## src/rtl/usb_tx_pkg.sv

```systemverilog
// Shared types and constants for the USB full-speed transmit back end.
package usb_tx_pkg;

    localparam int unsigned BYTE_W       = 8;
    localparam int unsigned BIT_CNT_W    = $clog2(BYTE_W);
    localparam int unsigned EOP_SE0_BITS = 2;
    localparam int unsigned STUFF_LIMIT  = 6;
    localparam int unsigned ONES_W       = $clog2(STUFF_LIMIT + 1);

    localparam logic [BYTE_W-1:0] SYNC_PATTERN = 8'h80;

    // Line states as {dplus, dminus}
    localparam logic [1:0] J   = 2'b10;
    localparam logic [1:0] K   = 2'b01;
    localparam logic [1:0] SE0 = 2'b00;

    typedef enum logic [2:0] {
        IDLE,
        SYNC,
        DATA,
        EOP_SE0,
        EOP_J
    } state_t;

endpackage

```

## src/rtl/usb_tx_encoder_if.sv

```systemverilog
// Byte handshake between the packet source and the serial transmit encoder.
interface usb_tx_encoder_if;

    logic                           tx_valid;
    logic [usb_tx_pkg::BYTE_W-1:0]  tx_data;
    logic                           tx_last;
    logic                           tx_ready;

    modport master (output tx_valid, tx_data, tx_last, input tx_ready);
    modport slave  (input tx_valid, tx_data, tx_last, output tx_ready);

endinterface

```

## src/rtl/usb_nrzi_stuffer.sv

```systemverilog
// NRZI line driver with bit stuffing; a stuffed bit holds pause high for its whole bit period.
module usb_nrzi_stuffer
    import usb_tx_pkg::*;
(
    input  logic clk,
    input  logic n_rst,
    input  logic tick,
    input  logic data_bit,
    input  logic force_se0,
    input  logic force_j,
    output logic pause,
    output logic dplus,
    output logic dminus
);

    logic [1:0]        line_q, line_d;
    logic [ONES_W-1:0] ones_cnt_q, ones_cnt_d;
    logic              stuff_pending_q, stuff_pending_d;

    // A pending stuff bit takes priority over SE0 so it is sent before EOP
    always_comb begin
        line_d          = line_q;
        ones_cnt_d      = ones_cnt_q;
        stuff_pending_d = stuff_pending_q;
        if (force_j) begin
            ones_cnt_d      = '0;
            stuff_pending_d = 1'b0;
            if (tick) begin
                line_d = J;
            end
        end else if (tick) begin
            if (stuff_pending_q) begin
                line_d          = (line_q == J) ? K : J;
                ones_cnt_d      = '0;
                stuff_pending_d = 1'b0;
            end else if (force_se0) begin
                line_d     = SE0;
                ones_cnt_d = '0;
            end else if (data_bit) begin
                ones_cnt_d = ones_cnt_q + ONES_W'(1);
                if (ones_cnt_q == ONES_W'(STUFF_LIMIT - 1)) begin
                    stuff_pending_d = 1'b1;
                end
            end else begin
                line_d     = (line_q == J) ? K : J;
                ones_cnt_d = '0;
            end
        end
    end

    always_ff @(posedge clk or negedge n_rst) begin
        if (!n_rst) begin
            line_q          <= J;
            ones_cnt_q      <= '0;
            stuff_pending_q <= 1'b0;
        end else begin
            line_q          <= line_d;
            ones_cnt_q      <= ones_cnt_d;
            stuff_pending_q <= stuff_pending_d;
        end
    end

    assign pause  = stuff_pending_q;
    assign dplus  = line_q[1];
    assign dminus = line_q[0];

endmodule

```

## src/rtl/usb_tx_encoder.sv

```systemverilog
// USB full-speed serial transmit encoder: packet FSM, byte shifter and source handshake.
module usb_tx_encoder
    import usb_tx_pkg::*;
(
    input  logic            clk,
    input  logic            n_rst,
    input  logic            bit_tick,
    usb_tx_encoder_if.slave tx,
    output logic            pause,
    output logic            timer_en,
    output logic            timer_clear,
    output logic            dplus_out,
    output logic            dminus_out,
    output logic            tx_busy,
    output logic            tx_done,
    output logic            tx_error
);

    state_t                 state_q, state_d;
    logic [BYTE_W-1:0]      shreg_q, shreg_d;
    logic [BIT_CNT_W-1:0]   bit_cnt_q, bit_cnt_d;
    logic                   last_q, last_d;
    logic                   active_q, active_d;
    logic                   clear_q, clear_d;
    logic                   done_q, done_d;
    logic                   error_q, error_d;

    logic tick, data_tick, force_se0, force_j, tx_ready_c;

    // The timer restarts during clear, so a coincident strobe is stale
    assign tick      = bit_tick && !clear_q;
    assign data_tick = tick && !pause;

    always_comb begin
        state_d    = state_q;
        shreg_d    = shreg_q;
        bit_cnt_d  = bit_cnt_q;
        last_d     = last_q;
        active_d   = active_q;
        clear_d    = 1'b0;
        done_d     = 1'b0;
        error_d    = 1'b0;
        tx_ready_c = 1'b0;
        force_se0  = (state_q == EOP_SE0);
        force_j    = (state_q == IDLE) || (state_q == EOP_J);
        unique case (state_q)
            IDLE: begin
                if (tx.tx_valid) begin
                    state_d   = SYNC;
                    shreg_d   = SYNC_PATTERN;
                    bit_cnt_d = '0;
                    last_d    = 1'b0;
                    clear_d   = 1'b1;
                    active_d  = 1'b1;
                end
            end
            SYNC, DATA: begin
                if (data_tick) begin
                    shreg_d   = shreg_q >> 1;
                    bit_cnt_d = bit_cnt_q + BIT_CNT_W'(1);
                    // Bit 7 goes out now: fetch the next byte or wind down to EOP
                    if (bit_cnt_q == BIT_CNT_W'(BYTE_W - 1)) begin
                        if ((state_q == SYNC) || !last_q) begin
                            if (tx.tx_valid) begin
                                state_d    = DATA;
                                shreg_d    = tx.tx_data;
                                last_d     = tx.tx_last;
                                tx_ready_c = 1'b1;
                            end else begin
                                state_d = EOP_SE0;
                                error_d = 1'b1;
                            end
                        end else begin
                            state_d = EOP_SE0;
                        end
                    end
                end
            end
            EOP_SE0: begin
                if (data_tick) begin
                    bit_cnt_d = bit_cnt_q + BIT_CNT_W'(1);
                    if (bit_cnt_q == BIT_CNT_W'(EOP_SE0_BITS - 1)) begin
                        state_d   = EOP_J;
                        bit_cnt_d = '0;
                    end
                end
            end
            EOP_J: begin
                if (tick) begin
                    state_d  = IDLE;
                    active_d = 1'b0;
                    done_d   = 1'b1;
                end
            end
            default: state_d = IDLE;
        endcase
    end

    always_ff @(posedge clk or negedge n_rst) begin
        if (!n_rst) begin
            state_q   <= IDLE;
            shreg_q   <= '0;
            bit_cnt_q <= '0;
            last_q    <= 1'b0;
            active_q  <= 1'b0;
            clear_q   <= 1'b0;
            done_q    <= 1'b0;
            error_q   <= 1'b0;
        end else begin
            state_q   <= state_d;
            shreg_q   <= shreg_d;
            bit_cnt_q <= bit_cnt_d;
            last_q    <= last_d;
            active_q  <= active_d;
            clear_q   <= clear_d;
            done_q    <= done_d;
            error_q   <= error_d;
        end
    end

    usb_nrzi_stuffer u_stuffer (
        .clk       (clk),
        .n_rst     (n_rst),
        .tick      (tick),
        .data_bit  (shreg_q[0]),
        .force_se0 (force_se0),
        .force_j   (force_j),
        .pause     (pause),
        .dplus     (dplus_out),
        .dminus    (dminus_out)
    );

    assign tx.tx_ready = tx_ready_c;
    assign timer_en    = active_q;
    assign tx_busy     = active_q;
    assign timer_clear = clear_q;
    assign tx_done     = done_q;
    assign tx_error    = error_q;

endmodule

```

## src/flat_wrapper.sv

```systemverilog
// flat-port wrapper written by rule: the top's interface ports become plain ports
module usb_tx_encoder_flat import usb_tx_pkg::*;
  (clk, n_rst, bit_tick, pause, timer_en, timer_clear, dplus_out, dminus_out, tx_busy, tx_done, tx_error, tx_tx_valid, tx_tx_data, tx_tx_last, tx_tx_ready);
  usb_tx_encoder_if tx_i ();
  input  logic clk;
  input  logic n_rst;
  input  logic bit_tick;
  output logic pause;
  output logic timer_en;
  output logic timer_clear;
  output logic dplus_out;
  output logic dminus_out;
  output logic tx_busy;
  output logic tx_done;
  output logic tx_error;
  input wire logic [$bits(tx_i.tx_valid)-1:0] tx_tx_valid;
  input wire logic [$bits(tx_i.tx_data)-1:0] tx_tx_data;
  input wire logic [$bits(tx_i.tx_last)-1:0] tx_tx_last;
  output wire logic [$bits(tx_i.tx_ready)-1:0] tx_tx_ready;
  assign tx_i.tx_valid = tx_tx_valid;
  assign tx_i.tx_data = tx_tx_data;
  assign tx_i.tx_last = tx_tx_last;
  assign tx_tx_ready = tx_i.tx_ready;
  usb_tx_encoder u_core (.clk(clk), .n_rst(n_rst), .bit_tick(bit_tick), .tx(tx_i), .pause(pause), .timer_en(timer_en), .timer_clear(timer_clear), .dplus_out(dplus_out), .dminus_out(dminus_out), .tx_busy(tx_busy), .tx_done(tx_done), .tx_error(tx_error));
endmodule
```

## config.mk

```make
export PLATFORM = sky130hd
export DESIGN_NAME = usb_tx_encoder_flat
export DESIGN_NICKNAME = d
export VERILOG_FILES = /design/src/rtl/usb_tx_pkg.sv /design/src/rtl/usb_tx_encoder_if.sv /design/src/rtl/usb_nrzi_stuffer.sv /design/src/rtl/usb_tx_encoder.sv /design/src/flat_wrapper.sv
export SDC_FILE = /design/constraint.sdc
export NUM_CORES = 1
export LEC_CHECK = 0
export ABC_AREA = 1
export BUFFER_PORTS_ARGS = -buffer_cell sky130_fd_sc_hd__buf_2
export CELL_PAD_IN_SITES_DETAIL_PLACEMENT = 1
export CELL_PAD_IN_SITES_GLOBAL_PLACEMENT = 2
export CORE_ASPECT_RATIO = 1.4
export CORE_UTILIZATION = 34
export CTS_CLUSTER_SIZE = 24
export DETAILED_ROUTE_END_ITERATION = 6
export GPL_TIMING_DRIVEN = 0
export PLACE_DENSITY_LB_ADDON = 0.1
export SYNTH_ARGS = -nofsm -noshare
export SYNTH_HDL_FRONTEND = slang
export SYNTH_HIERARCHICAL = 1
export SYNTH_SLANG_ARGS = --single-unit
```

## constraint.sdc

```tcl
create_clock -name clk -period 4.4 [get_ports clk]
set_input_delay 0.88 -clock clk [delete_from_list [all_inputs] [get_ports clk]]
set_output_delay 0.88 -clock clk [all_outputs]
set_load 0.01 [all_outputs]
```

==> results.tsv, run 1 <==
metric	value	unit
CP max stage cell	dfrtp_1	
Routed Antenna Nets	0	
max-slew violation count	0	
most frequent CP cell	ha_1	
CP startpoint kind	flop	
clock root cell	clkbuf_8	
global-route wire length before repair	6230	um
initial antenna violation count	0	
Setup-failing EPs final	0	
sequential cell area fraction in the yosys report	0.412	
worst vdd ir	180	uV
core area	4270	sq um
crit share post-route	0.636	
final wirelength	3780	um
Initial Util	0.356	
unrepaired setup endpoints after global routing	no	
H-tree level count	1	
FF-to-FF Start	u_core/bit_cnt_q[0]	
CTS buffer count	3	
cell taking the most area after synthesis	dfrtp_1	
Gate Count Post-Synth	215	
Max stage delay on crit path	0.42	ns
Post-synth EDFFs	0	
1st-pass router iterations	4	
crit end category	output pin	
Final Instance Area	1750	sq um
slew margin rel.	0.603	
Synthesized Nets	233	
clk sink count	25	
die width	58.6	um
critical path required time	3.52	ns
Pwr Total	773	uW
hold-fix buffers at CTS	0	
Hold Worst Slack	0.491	ns
gr usage total	0.172	
TNS Setup	0	ns
Final HPWL DP	3000	um
area of the multi-input gates	733	sq um
crit path time final	2.80	ns
number of global-route vias before repair	1434	
YS warnings	6	
CTS tree	done	
Max Cap Viol	0	
Diodes inserted	0	
CP Launch Point	u_core/bit_cnt_q[0]	
Post-CTS Setup Bufs	0	
Synth top area share	0.394	
Via density	4.75	
Slew @ Worst Pin	0.596	ns
largest net degree at the start of global routing	26	
die height	81.2	um
library cells used by synthesis	20	
FMAX	357	MHz
count leader, synth	nand2_1	
top cells by count, synth	nand2_1, inv_1, dfrtp_1	
Worst Skew	0.00239	ns
die area	4750	sq um
crit path DAT	1.92	ns
post-cts repair resize count	0	
fraction of layout cells with a size suffix above 1	0.196	
Worst Path Max Fanout	10	
initial drt markers	39	
status	complete, no violations	
final RePlAce weighted congestion	0.878	
CP Cell Sequence	ha_1 > ha_1 > clkbuf_1 > nand3_1 > nor2_1 > buf_2	
Synth async-reset ratio	1.00	
P_leak	0.978	nW
DRC viols	0	
total grt overflow	0	
post-synthesis cell area	1520	sq um
nets@finish	259	
Min-Delay Startpoint	u_core/shreg_q[1]	
Skew-Pair Late Insertion Delay	0.27	ns
Port Buffers	21	
final hold violations	0	
Cell Pwr Density	442	nW/um^2
CP Class	flop to output pin	
num ports	22	
Top FF cell, synth	dfrtp_1	
Avg WL per Cell	12.6	um
syn avg cell area	7.08	sq um
FP Rows	28	
main area contributors after synthesis	dfrtp_1, nand2_1, inv_1	
Synth Register Bits	25	
Register Area	627	sq um
Clk pin slew, worst setup/hold paths	0.10	ns
Filler cells	582	
Area Overhead vs Synth	14.9	%
CTS Buffer Depth	2	
Post-DP Area	1700	sq um
DR vias	1426	
worst hold path type	flop to flop	
==> critical path, delay by kind of cell, from the launching register on <==
kind	cells	cell delay (ns)
buffers and inverters	2	0.53
flip-flops	1	0.42
AND/OR/NAND/NOR	2	0.36
adder cells (fa/ha/maj)	2	0.34
==> cells by family after synthesis <==
logic type / count (synthesis) / synth area share
simple gates: 128 / 0.388
buf+inv: 42 / 0.107
flops: 25 / 0.412
compound gates: 15 / 0.0526
fa+ha+maj: 5 / 0.0411
==> routing by layer <==
layer | track usage | vias to the layer above | share of wire
met3 | 0.0191 | 2 | 0.020
met2 | 0.346 | 18 | 0.56
met1 | 0.188 | 689 | 0.42
met5 | 0 | - | 0
met4 | 0.0357 | 0 | 0.0061
li1 | - | 717 | -
==> report_power, final <==
part           total (mW)  internal, mW  switching (mW)  leakage [nW]
Combinational       0.319         0.103           0.216         0.624
Clock               0.142        0.0634          0.0790        0.0255
Sequential          0.312         0.276          0.0356         0.329
Total               0.773         0.443           0.331         0.978
==> registers in the layout, summed over array words and instances (netlist names) <==
signal and cells:
u_core/shreg_q 8, u_core/bit_cnt_q 3, u_core/state_q 3, u_core/u_stuffer/ones_cnt_q 3
u_core/u_stuffer/line_q 2, u_core/last_q 1, u_core/timer_clear 1, u_core/timer_en 1
u_core/tx_done 1, u_core/tx_error 1, u_core/u_stuffer/pause 1
==> per-stage QoR <==
| step | util | instances | worst slack [ns] |
|---|---|---|---|
| detailed placement | 0.398 | 296 | 1.77 |
| finish | 0.409 | 300 | 1.60 |
| global route | 0.409 | 300 | 1.47 |
| global placement | 0.398 | 296 | 1.76 |
| floorplan | - | 215 | 2.09 |
| CTS | 0.409 | 300 | 1.55 |
==> cell type report <==
type,count,share of cell area
Inverter,38,0.0815
Timing Repair Buffer,21,0.0601
Buffer,4,0.0114
Tap cell,60,0.0429
Multi-Input combinational cell,148,0.419
Clock buffer,3,0.0236
Sequential cell,25,0.358
Clock inverter,1,0.00286
==> final timing paths <==
kind | end | slack [ns] | depth (start not counted)
worst max-delay path | tx_tx_ready | 1.60 | 6
worst min-delay path | u_core/shreg_q[1] | 0.49 | 2
worst max register to register | u_core/shreg_q[0] | 2.56 | 7
worst min register to register | u_core/shreg_q[1] | 0.49 | 2
max in group asynchronous | u_core/last_q | 3.41 | 1
min in group asynchronous | u_core/timer_en | 0.60 | 1
==> cell usage in the layout (no fill, tap or decap) <==
cell type | Yosys | layout
nand3_2 | 2 | 2
clkinv_2 | 0 | 1
o21ai_1 | 4 | 4
clkbuf_1 | 2 | 2
clkbuf_8 | 0 | 3
a21oi_1 | 6 | 6
nand2_1 | 71 | 71
o21bai_1 | 2 | 2
dfrtp_1 | 24 | 24
nand3_1 | 18 | 18
buf_2 | 1 | 22
dfstp_2 | 1 | 1
ha_1 | 5 | 5
inv_2 | 4 | 4
nand2_2 | 3 | 3
nor2_1 | 13 | 13
nand4_1 | 11 | 11
inv_1 | 34 | 34
buf_4 | 1 | 1
nor2_2 | 7 | 7
nor2_4 | 3 | 3
o21ai_0 | 3 | 3
(Power assumes the default switching activity.)
==> inputs of run 2 (changes only) <==
--- a/config.mk
+++ b/config.mk
@@ -10,7 +10,7 @@
 export CELL_PAD_IN_SITES_DETAIL_PLACEMENT = 1
 export CELL_PAD_IN_SITES_GLOBAL_PLACEMENT = 2
 export CORE_ASPECT_RATIO = 1.4
-export CORE_UTILIZATION = 34
+export CORE_UTILIZATION = 31
 export CTS_CLUSTER_SIZE = 24
 export DETAILED_ROUTE_END_ITERATION = 6
 export GPL_TIMING_DRIVEN = 0
==> constraint.sdc (replaced) <==
create_clock -name clk -period 2.65 [get_ports clk]
set_input_delay 0.53 -clock clk [delete_from_list [all_inputs] [get_ports clk]]
set_output_delay 0.53 -clock clk [all_outputs]
set_load 0.01 [all_outputs]
==> results.tsv, run 2 (synthesis gave the netlist of run 1 again) <==
metric	value	unit	change
Cell Pwr Density	738	nW/um^2	was 442 nW/um^2
slew margin rel.	0.599		was 0.603
worst hold path type	input port to async pin		was flop to flop
Final Instance Area	1750	sq um	about the same
crit end category	output pin		unchanged
final wirelength	3950	um	was 3780 um
Worst Path Max Fanout	10		unchanged
DR vias	1458		was 1426
crit path DAT	1.97	ns	was 1.92 ns
Slew @ Worst Pin	0.601	ns	was 0.596 ns
sw power	558	uW	was 331 uW
clk sink count	25		unchanged
internal power	735	uW	was 443 uW
number of global-route vias before repair	1547		was 1434
max-slew violation count	0		unchanged
largest net degree at the start of global routing	26		unchanged
clock root cell	clkbuf_8		unchanged
status	complete, no violations		unchanged
die width	61.2	um	was 58.6 um
max FFs per register	8		unchanged
Post-CTS Setup Bufs	0		unchanged
die height	84.9	um	was 81.2 um
post-cts repair resize count	0		unchanged
CP startpoint kind	flop		unchanged
total grt overflow	0		unchanged
Clk pwr share	0.183		was 0.184
commonest non-fill, non-tap cell in the layout	nand2_1		unchanged
critical path required time	2.12	ns	was 3.52 ns
Routed Antenna Nets	0		unchanged
Via density	4.83		was 4.75
commonest cells after routing, fill and taps aside	nand2_1, inv_1, dfrtp_1, buf_2, nand3_1		unchanged
Layout Cells excl Fill	302		was 300
fraction of layout cells with a size suffix above 1	0.196		unchanged
TNS Setup	0	ns	unchanged
global-route wire length before repair	6810	um	was 6230 um
sequential power share	0.401		was 0.403
nets@finish	259		unchanged
Avg WL per Cell	13.1	um	was 12.6 um
Initial Util	0.330		was 0.356
Port Buffers	21		unchanged
DRC viols	0		unchanged
H-tree level count	1		unchanged
core area	4610	sq um	was 4270 sq um
num ports	22		unchanged
placed instance count	298		was 296
die area	5200	sq um	was 4750 sq um
combinational share of power	0.417		was 0.413
Final HPWL DP	3100	um	was 3000 um
P_leak	0.978	nW	unchanged
initial antenna violation count	0		unchanged
Area Overhead vs Synth	15.0	%	was 14.9%
gr usage total	0.174		was 0.172
FP Rows	29		was 28
Skew-Pair Late Insertion Delay	0.27	ns	about the same
final RePlAce weighted congestion	0.813		was 0.878
Worst Skew	0.00142	ns	was 0.00239 ns
Filler cells	632		was 582
Diodes inserted	0		unchanged
CTS tree	done		unchanged
final hold violations	0		unchanged
Setup-failing EPs final	0		unchanged
crit share post-route	0.945		
CP Class	flop to output pin		unchanged
Clk pin slew, worst setup/hold paths	0.09	ns	was 0.10 ns
hold-fix buffers at CTS	0		unchanged
1st-pass router iterations	4		unchanged
unrepaired setup endpoints after global routing	no		unchanged
CTS buffer count	3		unchanged
CTS Buffer Depth	2		unchanged
crit path time final	2.50	ns	
Post-DP Area	1710	sq um	was 1700 sq um
Max Cap Viol	0		unchanged
FMAX	399	MHz	
initial drt markers	28		was 39
register with the highest flop count	u_core/shreg_q		unchanged
worst vdd ir	268	uV	was 180 uV
sw frac	0.431		was 0.428
run 2: cell counts in the layout (fill, tap and decap cells not counted):
Identical to the previous run, type by type.
run 2: routing by layer:
layer	vias to the layer above	part of all wire	track usage
li1	718	-	-
met1	711	0.43	0.195
met2	22	0.53	0.317
met3	7	0.024	0.0183
met4	0	0.022	0.0702
met5	-	0	0
run 2: final cells by class:
cell class | instances | area [sq um] | area share
Timing Repair Buffer | 21 | 105 | 0.0600
Multi-Input combinational cell | 148 | 733 | 0.419
Sequential cell | 25 | 627 | 0.358
Inverter | 38 | 143 | 0.0814
Buffer | 4 | 20.0 | 0.0114
Clock buffer | 3 | 41.3 | 0.0236
Clock inverter | 1 | 5.00 | 0.00286
Tap cell | 62 | 77.6 | 0.0443
run 2: critical path, cell delays in order (launching register included):
cell      delay (ns)
dfrtp_1         0.41
ha_1            0.18
ha_1            0.19
clkbuf_1        0.41
nand3_1         0.21
nor2_1          0.16
buf_2           0.15
run 2: through the flow:
stage	power (mW)	worst slack (ns)	util	hold WS (ns)
floorplan	0.910	0.860	-	0.234
CTS	1.32	0.166	0.380	0.274
detailed placement	1.07	0.488	0.370	0.476
global placement	1.05	0.533	0.370	0.462
finish	1.29	0.146	0.380	0.252
global route	1.41	0.00145	0.380	0.294
run 2: power groups by stage:
stage          combinational (mW)  sequential [mW]  clock [mW]
2_1_floorplan               0.388            0.522           0
3_3_place_gp                0.528            0.521           0
3_5_place_dp                0.548            0.526           0
4_1_cts                     0.551            0.518       0.248
5_1_grt                     0.624            0.524       0.265
6_report                    0.539            0.518       0.236
run 2: worst paths after layout:
kind                                startpoint                 to  slack (ns)  cells past startpoint
min                                      n_rst    u_core/timer_en        0.25                      1
max reg2reg                u_core/bit_cnt_q[0]  u_core/shreg_q[1]        0.78                      7
max                        u_core/bit_cnt_q[0]        tx_tx_ready        0.15                      6
min reg2reg                  u_core/shreg_q[6]  u_core/shreg_q[6]        0.49                      2
max in group asynchronous                n_rst  u_core/shreg_q[2]        2.01                      1
min in group clk             u_core/shreg_q[6]  u_core/shreg_q[6]        0.49                      2
==> inputs of run 3 (changes only) <==
--- a/config.mk
+++ b/config.mk
@@ -6,15 +6,16 @@
 export NUM_CORES = 1
 export LEC_CHECK = 0
 export ABC_AREA = 1
-export BUFFER_PORTS_ARGS = -buffer_cell sky130_fd_sc_hd__buf_2
 export CELL_PAD_IN_SITES_DETAIL_PLACEMENT = 1
 export CELL_PAD_IN_SITES_GLOBAL_PLACEMENT = 2
 export CORE_ASPECT_RATIO = 1.4
-export CORE_UTILIZATION = 31
+export CORE_UTILIZATION = 35
 export CTS_CLUSTER_SIZE = 24
 export DETAILED_ROUTE_END_ITERATION = 6
+export DONT_BUFFER_PORTS = 1
 export GPL_TIMING_DRIVEN = 0
 export PLACE_DENSITY_LB_ADDON = 0.1
+export SETUP_SLACK_MARGIN = 0.3
 export SYNTH_ARGS = -nofsm -noshare
 export SYNTH_HDL_FRONTEND = slang
 export SYNTH_HIERARCHICAL = 1
==> results.tsv, run 3 (synthesis gave the netlist of run 1 again) <==
metric	value	unit	change
max-slew violation count	0		unchanged
critical path required time	2.12	ns	about the same
Slew @ Worst Pin	0.392	ns	was 0.601 ns
Final Instance Area	1650	sq um	was 1750 sq um
crit share post-route	0.821		was 0.945
Critical Path Sink	tx_tx_ready		unchanged
P_leak	0.901	nW	was 0.978 nW
final wirelength	3660	um	was 3950 um
worst vdd ir	262	uV	was 268 uV
status	finished with violations		was complete, no violations
crit end category	output pin		unchanged
Post-DP Area	1580	sq um	was 1710 sq um
R2R Path End	u_core/shreg_q[4]		was u_core/shreg_q[1]
FMAX	460	MHz	was 399 MHz
total grt overflow	0		unchanged
CTS tree	done		unchanged
area of the multi-input gates	733	sq um	unchanged
Filler cells	556		was 632
Area Overhead vs Synth	8.05	%	was 15.0%
gr usage total	0.186		was 0.174
number of global-route vias before repair	1472		was 1547
CTS buffer count	3		unchanged
slew margin rel.	0.739		was 0.599
H-tree level count	1		unchanged
Initial Util	0.362		was 0.330
largest net degree at the start of global routing	25		was 26
Via density	5.08		was 4.83
commonest non-fill, non-tap cell in the layout	nand2_1		unchanged
CP Launch Point	u_core/bit_cnt_q[0]		unchanged
Layout Cells excl Fill	265		was 302
crit path DAT	1.64	ns	was 1.97 ns
Diodes inserted	0		unchanged
unrepaired setup endpoints after global routing	no		unchanged
Routed Antenna Nets	0		unchanged
core area	4200	sq um	was 4610 sq um
Final HPWL DP	2830	um	was 3100 um
initial antenna violation count	0		unchanged
Clk pin slew, worst setup/hold paths	0.09	ns	about the same
FF-to-FF Start	u_core/bit_cnt_q[0]		unchanged
Setup-failing EPs final	0		unchanged
CP startpoint kind	flop		unchanged
max FFs per register	8		unchanged
clk sink count	25		unchanged
Avg WL per Cell	13.8	um	was 13.1 um
final RePlAce weighted congestion	0.760		was 0.813
fraction of layout cells with a size suffix above 1	0.123		was 0.196
Port Buffers	0		was 21
register with the highest flop count	u_core/shreg_q		unchanged
DR vias	1347		was 1458
num ports	22		unchanged
Skew-Pair Late Insertion Delay	0.27	ns	about the same
1st-pass router iterations	6		was 4
Worst Skew	0.00263	ns	was 0.00142 ns
die height	80.0	um	was 84.9 um
commonest cells after routing, fill and taps aside	nand2_1, inv_1, dfrtp_1, nand3_1, nor2_1		was nand2_1, inv_1, dfrtp_1, buf_2, nand3_1
Reg2Reg Setup Slack	0.99	ns	was 0.78 ns
Worst Slack Setup Final	0.476	ns	was 0.146 ns
failing checks	design-rule violations		
Place WS	0.569	ns	was 0.488 ns
Worst Path Max Fanout	10		unchanged
TNS Setup	0	ns	unchanged
Cell Pwr Density	765	nW/um^2	was 738 nW/um^2
final hold violations	0		unchanged
crit path time final	2.17	ns	was 2.50 ns
DRC viols	2		was 0
CTS Buffer Depth	2		unchanged
initial drt markers	21		was 28
Max Cap Viol	0		unchanged
placed instance count	260		was 298
worst hold path type	input port to async pin		unchanged
nets@finish	239		was 259
global-route wire length before repair	6560	um	was 6810 um
Register Area	627	sq um	unchanged
clock root cell	clkbuf_8		unchanged
die area	4620	sq um	was 5200 sq um
R2R depth	7		unchanged
FP Rows	28		was 29
post-layout util	0.391		was 0.380
die width	57.7	um	was 61.2 um
CP Class	flop to output pin		unchanged
## run 3: changes by cell type in the layout (fill, tap and decap cells not counted), sizes merged
cell,before,now
clkinv,1,0
buf,23,3
clkbuf,5,6
## run 3: repair_timing
action | in CTS | in global routing
setup endpoints to repair | 1 | 0
resized for setup | 1 | 0
setup buffers | 0 | 0
hold buffers | 1 | 0
hold endpoints to repair | 24 | 0
## run 3: worst min path at each step
stage | start | slack (ns) | end | cells past startpoint
final | n_rst | 0.06 | u_core/bit_cnt_q[1] | 1
after global routing | n_rst | 0.06 | u_core/bit_cnt_q[1] | 1
after CTS | n_rst | 0.06 | u_core/bit_cnt_q[1] | 1
after detailed placement | n_rst | 0.24 | u_core/bit_cnt_q[1] | 0
after global placement | n_rst | 0.23 | u_core/bit_cnt_q[1] | 0
after floorplan | n_rst | 0.23 | u_core/bit_cnt_q[0] | 0
## run 3: cell type report
| type | count | share of cell area |
|---|---|---|
| buffer | 4 | 0.0129 |
| clock buffer | 4 | 0.0274 |
| inverter | 38 | 0.0867 |
| multi-input combinational | 148 | 0.446 |
| sequential | 25 | 0.381 |
| tap | 45 | 0.0342 |
| timing repair buffer | 1 | 0.0122 |
## run 3: critical path, stage by stage, from the launching register on
cell      delay (ns)
dfrtp_1         0.41
ha_1            0.18
ha_1            0.18
clkbuf_2        0.24
nand3_1         0.15
nor2_1          0.21
## run 3: per-layer routing
metal / GRT usage / share of wire / vias to the layer above
met4: 0.0571 / 0.0063 / 0
met1: 0.219 / 0.45 / 644
met5: 0 / 0 / -
met2: 0.350 / 0.52 / 20
met3: 0.0146 / 0.021 / 2
li1: - / - / 681
## run 3: power by group
group | internal, mW | switching, mW
logic | 0.154 | 0.341
clock network | 0.108 | 0.123
registers | 0.459 | 0.0737
## run 3: per-stage QoR
step / total power [mW] / hold WS (ns)
2_1_floorplan: 0.910 / 0.234
3_3_place_gp: 1.01 / 0.235
3_5_place_dp: 1.04 / 0.235
4_1_cts: 1.29 / 0.0576
5_1_grt: 1.39 / 0.0616
6_report: 1.26 / 0.0632
